`config.mk`:
```
export PLATFORM = sky130hd
export DESIGN_NAME = lsu_flat
export DESIGN_NICKNAME = d
export VERILOG_FILES = /design/src/rtl/lsu_if.sv /design/src/rtl/lsu.sv /design/src/flat_wrapper.sv
export SDC_FILE = /design/constraint.sdc
export NUM_CORES = 1
export LEC_CHECK = 0
export CAP_MARGIN = 30
export CORE_UTILIZATION = 30
export DETAILED_ROUTE_END_ITERATION = 8
export PLACE_DENSITY = 0.69
export SYNTH_ARGS = -nofsm -noshare
export SYNTH_HDL_FRONTEND = slang
export SYNTH_SLANG_ARGS = --single-unit
```
`constraint.sdc`:
```
create_clock -name clk -period 2.5 [get_ports clk]
set_input_delay 0.75 -clock clk [delete_from_list [all_inputs] [get_ports clk]]
set_output_delay 0.75 -clock clk [all_outputs]
set_load 0.05 [all_outputs]
```
`src/rtl/lsu_if.sv`:
```
// Memory-side bus between the load/store unit and a single-word data memory.
// The master is the LSU. The slave is the memory that answers with mem_ack and mem_rdata.
interface lsu_if #(
    parameter int D_WIDTH = 32
);
    logic               mem_req;
    logic               mem_we;
    logic [D_WIDTH-1:0] mem_addr;
    logic [3:0]         mem_be;
    logic [D_WIDTH-1:0] mem_wdata;
    logic [D_WIDTH-1:0] mem_rdata;
    logic               mem_ack;

    modport master (
        output mem_req,
        output mem_we,
        output mem_addr,
        output mem_be,
        output mem_wdata,
        input  mem_rdata,
        input  mem_ack
    );

    modport slave (
        input  mem_req,
        input  mem_we,
        input  mem_addr,
        input  mem_be,
        input  mem_wdata,
        output mem_rdata,
        output mem_ack
    );
endinterface

```
`src/rtl/lsu.sv`:
```
// RV32I load/store unit: one access at a time, with alignment and funct3 checks, lane steering,
// and load extension. A REQ phase that waits too long for mem_ack is bounded by a timeout.
//
// state | meaning
// IDLE  | waiting for start; new requests are decoded here
// REQ   | bus request held stable until mem_ack or timeout
// DONE  | one-cycle done pulse with result and fault code
module lsu #(
    parameter int D_WIDTH = 32,
    parameter int TIMEOUT = 16
) (
    input  logic               clk,
    input  logic               rst_n,
    input  logic               start,
    input  logic               memwrite,
    input  logic [2:0]         funct3,
    input  logic [D_WIDTH-1:0] addr,
    input  logic [D_WIDTH-1:0] wdata,
    output logic               busy,
    output logic               done,
    output logic [D_WIDTH-1:0] rdata_out,
    output logic [1:0]         fault,
    lsu_if.master              bus
);

    localparam int CW = $clog2(TIMEOUT + 1);
    localparam logic [CW-1:0] CNT_LAST = CW'(TIMEOUT - 1);

    localparam logic [1:0] FLT_OK    = 2'b00;
    localparam logic [1:0] FLT_ALIGN = 2'b01;
    localparam logic [1:0] FLT_TMO   = 2'b10;
    localparam logic [1:0] FLT_ILL   = 2'b11;

    typedef enum logic [1:0] {
        IDLE = 2'd0,
        REQ  = 2'd1,
        DONE = 2'd2
    } state_t;

    state_t             state_q, state_d;
    logic               we_q, we_d;
    logic [2:0]         f3_q, f3_d;
    logic [D_WIDTH-1:0] addr_q, addr_d;
    logic [D_WIDTH-1:0] wdata_q, wdata_d;
    logic [CW-1:0]      cnt_q, cnt_d;
    logic [D_WIDTH-1:0] rdata_q, rdata_d;
    logic [1:0]         fault_q, fault_d;

    logic               in_illegal;
    logic               in_misalign;
    logic [7:0]         ld_byte;
    logic [15:0]        ld_half;
    logic [D_WIDTH-1:0] ld_ext;
    logic [3:0]         be_v;
    logic [D_WIDTH-1:0] wd_v;

    // Checks on the incoming request. They are only used while IDLE.
    always_comb begin
        in_illegal = 1'b0;
        if (memwrite) begin
            in_illegal = !(funct3 == 3'b000 || funct3 == 3'b001 || funct3 == 3'b010);
        end else begin
            in_illegal = (funct3 == 3'b011 || funct3 == 3'b110 || funct3 == 3'b111);
        end
        in_misalign = 1'b0;
        if (funct3[1:0] == 2'b01) begin
            in_misalign = addr[0];
        end else if (funct3[1:0] == 2'b10) begin
            in_misalign = (addr[1:0] != 2'b00);
        end
    end

    // Load extraction from the returned word, based on the registered request.
    always_comb begin
        ld_byte = 8'h00;
        case (addr_q[1:0])
            2'b00:   ld_byte = bus.mem_rdata[7:0];
            2'b01:   ld_byte = bus.mem_rdata[15:8];
            2'b10:   ld_byte = bus.mem_rdata[23:16];
            default: ld_byte = bus.mem_rdata[31:24];
        endcase
        ld_half = addr_q[1] ? bus.mem_rdata[31:16] : bus.mem_rdata[15:0];
        ld_ext  = '0;
        case (f3_q)
            3'b000:  ld_ext = {{(D_WIDTH-8){ld_byte[7]}}, ld_byte};
            3'b001:  ld_ext = {{(D_WIDTH-16){ld_half[15]}}, ld_half};
            3'b100:  ld_ext = {{(D_WIDTH-8){1'b0}}, ld_byte};
            3'b101:  ld_ext = {{(D_WIDTH-16){1'b0}}, ld_half};
            default: ld_ext = bus.mem_rdata;
        endcase
    end

    // Byte enables and store lane replication.
    always_comb begin
        be_v = 4'b1111;
        wd_v = wdata_q;
        case (f3_q[1:0])
            2'b00: begin
                be_v = 4'b0001 << addr_q[1:0];
                wd_v = D_WIDTH'({4{wdata_q[7:0]}});
            end
            2'b01: begin
                be_v = 4'b0011 << addr_q[1:0];
                wd_v = D_WIDTH'({2{wdata_q[15:0]}});
            end
            default: begin
                be_v = 4'b1111;
                wd_v = wdata_q;
            end
        endcase
    end

    always_comb begin
        state_d = state_q;
        we_d    = we_q;
        f3_d    = f3_q;
        addr_d  = addr_q;
        wdata_d = wdata_q;
        cnt_d   = cnt_q;
        rdata_d = '0;
        fault_d = FLT_OK;
        case (state_q)
            IDLE: begin
                cnt_d = '0;
                if (start) begin
                    if (in_illegal) begin
                        state_d = DONE;
                        fault_d = FLT_ILL;
                    end else if (in_misalign) begin
                        state_d = DONE;
                        fault_d = FLT_ALIGN;
                    end else begin
                        state_d = REQ;
                        we_d    = memwrite;
                        f3_d    = funct3;
                        addr_d  = addr;
                        wdata_d = wdata;
                    end
                end
            end
            REQ: begin
                // An ack always wins, even on the cycle that would otherwise time out.
                if (bus.mem_ack) begin
                    state_d = DONE;
                    rdata_d = we_q ? '0 : ld_ext;
                end else if (cnt_q == CNT_LAST) begin
                    state_d = DONE;
                    fault_d = FLT_TMO;
                end else begin
                    cnt_d = cnt_q + 1'b1;
                end
            end
            DONE: begin
                state_d = IDLE;
            end
            default: begin
                state_d = IDLE;
            end
        endcase
    end

    always_ff @(posedge clk) begin
        if (!rst_n) begin
            state_q <= IDLE;
            we_q    <= 1'b0;
            f3_q    <= 3'b000;
            addr_q  <= '0;
            wdata_q <= '0;
            cnt_q   <= '0;
            rdata_q <= '0;
            fault_q <= FLT_OK;
        end else begin
            state_q <= state_d;
            we_q    <= we_d;
            f3_q    <= f3_d;
            addr_q  <= addr_d;
            wdata_q <= wdata_d;
            cnt_q   <= cnt_d;
            rdata_q <= rdata_d;
            fault_q <= fault_d;
        end
    end

    assign busy          = (state_q != IDLE);
    assign done          = (state_q == DONE);
    assign rdata_out     = rdata_q;
    assign fault         = fault_q;
    assign bus.mem_req   = (state_q == REQ);
    assign bus.mem_we    = (state_q == REQ) && we_q;
    assign bus.mem_be    = (state_q == REQ) ? be_v : 4'b0000;
    assign bus.mem_addr  = {addr_q[D_WIDTH-1:2], 2'b00};
    assign bus.mem_wdata = wd_v;

endmodule

```
`src/flat_wrapper.sv`:
```
// flat-port wrapper written by rule: the top's interface ports become plain ports
module lsu_flat 
#(
    parameter int D_WIDTH = 32,
    parameter int TIMEOUT = 16
)
  (clk, rst_n, start, memwrite, funct3, addr, wdata, busy, done, rdata_out, fault, bus_mem_req, bus_mem_we, bus_mem_addr, bus_mem_be, bus_mem_wdata, bus_mem_rdata, bus_mem_ack);
  lsu_if #(.D_WIDTH(D_WIDTH)) bus_i ();
  input  logic clk;
  input  logic rst_n;
  input  logic start;
  input  logic memwrite;
  input  logic [2:0] funct3;
  input  logic [D_WIDTH-1:0] addr;
  input  logic [D_WIDTH-1:0] wdata;
  output logic busy;
  output logic done;
  output logic [D_WIDTH-1:0] rdata_out;
  output logic [1:0] fault;
  output wire logic [$bits(bus_i.mem_req)-1:0] bus_mem_req;
  output wire logic [$bits(bus_i.mem_we)-1:0] bus_mem_we;
  output wire logic [$bits(bus_i.mem_addr)-1:0] bus_mem_addr;
  output wire logic [$bits(bus_i.mem_be)-1:0] bus_mem_be;
  output wire logic [$bits(bus_i.mem_wdata)-1:0] bus_mem_wdata;
  input wire logic [$bits(bus_i.mem_rdata)-1:0] bus_mem_rdata;
  input wire logic [$bits(bus_i.mem_ack)-1:0] bus_mem_ack;
  assign bus_mem_req = bus_i.mem_req;
  assign bus_mem_we = bus_i.mem_we;
  assign bus_mem_addr = bus_i.mem_addr;
  assign bus_mem_be = bus_i.mem_be;
  assign bus_mem_wdata = bus_i.mem_wdata;
  assign bus_i.mem_rdata = bus_mem_rdata;
  assign bus_i.mem_ack = bus_mem_ack;
  lsu #(.D_WIDTH(D_WIDTH), .TIMEOUT(TIMEOUT)) u_core (.clk(clk), .rst_n(rst_n), .start(start), .memwrite(memwrite), .funct3(funct3), .addr(addr), .wdata(wdata), .busy(busy), .done(done), .rdata_out(rdata_out), .fault(fault), .bus(bus_i));
endmodule
```
==> results of run 1 <==
registers in the layout, indices dropped and copies added, names as in the netlist:
| name | count |
|---|---|
| u_core.we_q | 1 |
| u_core.f3_q | 3 |
| u_core.fault | 2 |
| u_core.state_q | 2 |
| u_core.rdata_out | 32 |
| u_core.wdata_q | 32 |
| u_core.addr_q | 32 |
| u_core.cnt_q | 5 |
layer usage:
metal / global-route usage / wire length [um]
met3: 0.0420 / 1080
met4: 0.0524 / 106
met2: 0.251 / 6390
met1: 0.192 / 6400
met5: 0 / 0
cells in the mapped netlist (9+ instances only):
cell type	n
nand2_1	148
a221oi_1	9
nor2_1	9
nor2b_1	18
buf_4	45
clkbuf_1	33
o21a_1	10
inv_1	11
a21oi_1	12
mux2_2	32
dfxtp_1	109
o21ai_0	11
nor3_1	18
mux2i_1	77
nand2b_1	9
path summary, 6_finish.rpt:
check / endpoint / slack (ns) / startpoint / depth (start not counted)
max: bus_mem_wdata[4] / 0.12 / u_core.wdata_q[4] / 1
min: u_core.wdata_q[16] / 0.46 / u_core.wdata_q[16] / 2
max reg2reg: u_core.cnt_q[3] / 0.33 / u_core.cnt_q[0] / 6
min reg2reg: u_core.wdata_q[16] / 0.46 / u_core.wdata_q[16] / 2
through the flow:
step	hold WS, ns	worst slack (ns)	TNS, ns
global placement	0.439	0.126	0
global route	0.472	0.0597	0
finish	0.457	0.119	0
CTS	0.458	0.0916	0
floorplan	0.431	-0.0174	-0.0695
detailed placement	0.446	0.0488	0
power groups by stage:
| stage | Combinational [mW] | Clock, mW | Sequential, mW |
|---|---|---|---|
| after global placement | 0.937 | 0 | 1.88 |
| final | 0.934 | 1.31 | 1.84 |
| after detailed placement | 0.940 | 0 | 1.88 |
| after CTS | 0.944 | 1.37 | 1.84 |
| after floorplan | 0.547 | 0 | 1.89 |
| after global routing | 0.992 | 1.42 | 1.85 |
kinds of logic (layout without fill, tap and decap cells):
| logic type | after synthesis | after routing | share of synthesized area |
|---|---|---|---|
| AO/OA/AOI/OAI | 56 | 56 | 0.0775 |
| multiplexers | 109 | 109 | 0.213 |
| AND/OR/NAND/NOR | 223 | 223 | 0.189 |
| other | 1 | 2 | 0.000706 |
| buffers and inverters | 97 | 255 | 0.104 |
| flip-flops | 109 | 109 | 0.411 |
| adder cells (fa/ha/maj) | 2 | 2 | 0.00471 |
cell type report:
cell class	count	area, um2
fill	1700	9450
tap	225	282
timing repair buffer	228	2470
sequential	109	2180
clock inverter	3	22.5
inverter	11	41.3
multi-input combinational	392	2600
clock buffer	13	240
==> impl_metrics.ini, run 1 <==
[pwr]
switching_share = 0.288
internal_power_mw = 2.91
finalPower_mw = 4.08
power.switching_mw = 1.18
p_leak_nw = 2.88
p_clk_frac = 0.321
vdd_ir_drop_max_mv = 0.311
power_frac_comb = 0.229
seq_power_share = 0.450
pwr_density_cell_nw_per_um2 = 521

[floorplanning]
num_rows = 48
start_util = 0.307
ios = 210
core_area_um2 = 17300
dieArea_um2 = 18200
die_x_um = 135
die_h_um = 135

[cts]
cts_max_level = 3
cts_root_buf = clkbuf_16
ctsResizeCount = 0
clock_path_buffers = 2
cts.hold.buffers_added = 0
worst_skew_pair.late_latency_ns = 0.34
post_cts.repair.setup_buffers = 0
cts.sinks = 109
cts_buffers = 9
clk_pin_slew_worst_paths_ns = 0.07
cts_tree = built

[layout]
drive_gt1_frac = 0.153
fin_util = 0.453
nNetsFinal = 857
final_common_cell = clkdlybuf4s50_1
most-common-layout-cells = clkdlybuf4s50_1, nand2_1, dfxtp_1
diodes = 0
post-route-cell-area_um2 = 7840
syn2layout_area_growth_pct = 47.6
fin_cells = 981

[critical_path]
end_kind = primary output
crit_slowest_cell = clkdlybuf4s50_1
crit_family = buffers and inverters
cp.required_ns = 1.75
cp.arrival_ns = 1.63
max_stage_delay_ns = 0.84
worst-setup-path-type = flop to primary output
path_buf_inv = 1
crit_chain = clkdlybuf4s50_1
cp_max_fo = 5
crit_path_start_kind = flop

[run_status]
status = finished clean

[place]
port_buffers = 207
placed_cells = 965
place_area_um2 = 7580
gp_congestion = 0.765
hpwl_um = 9910

[timing]
relSlewSlack = 0.617
timing.fmax_mhz = 420
fin_crit_sh = 0.952
worst_slew_pin_slew_ns = 0.574
hold_viol = 0
rsz0062_at_grt = false
drv_slew = 0
fin_crit_ns = 2.38
finClkSkew_ns = 0.00552
setup_violations = 0

[global_routing]
grt-ovfl-total = 0
grt_use_total = 0.153
antenna_found_initial = 0
grt_max_degree = 144
grt_pass1_vias = 4212
grt_pass1_wl_um = 21800

[yosys]
synth_area_per_cell_um2 = 8.90
ys_ff_latch = 109
synthesis.instances = 597
yosys.area.top_type = dfxtp_1
syn_area_um2 = 5310
synth_flop_cell = dfxtp_1
async_flop_share = 0
yosys.area.top_type_share = 0.411
synth_cell_types = 40
seq_area_frac_synth = 0.411
yosys_warnings = 0
synthTopCellsByArea = dfxtp_1, mux2i_1, nand2_1
synth_edf_count = 0

[run]
drv_cap = 0

[detailed_routing]
viasPerCell = 4.51
wl_um = 14000
wire_per_inst_um = 14.2
vias = 4427
drt_iter0_drc = 180
dr.pass1.iters = 4
route.detailed.drc = 0
postRouteAntennaNets = 0

[min_path]
hp-class = flop to flop
No activity file was read; power rests on OpenSTA's default activity.
==> inputs of run 2 (changes only) <==
--- a/config.mk
+++ b/config.mk
@@ -5,6 +5,7 @@
 export SDC_FILE = /design/constraint.sdc
 export NUM_CORES = 1
 export LEC_CHECK = 0
+export ABC_CLOCK_PERIOD_IN_PS = 2500
 export CAP_MARGIN = 30
 export CORE_UTILIZATION = 30
 export DETAILED_ROUTE_END_ITERATION = 8
==> results of run 2 <==
No change in the layout: final DEF, timing and power equal those of run 1.
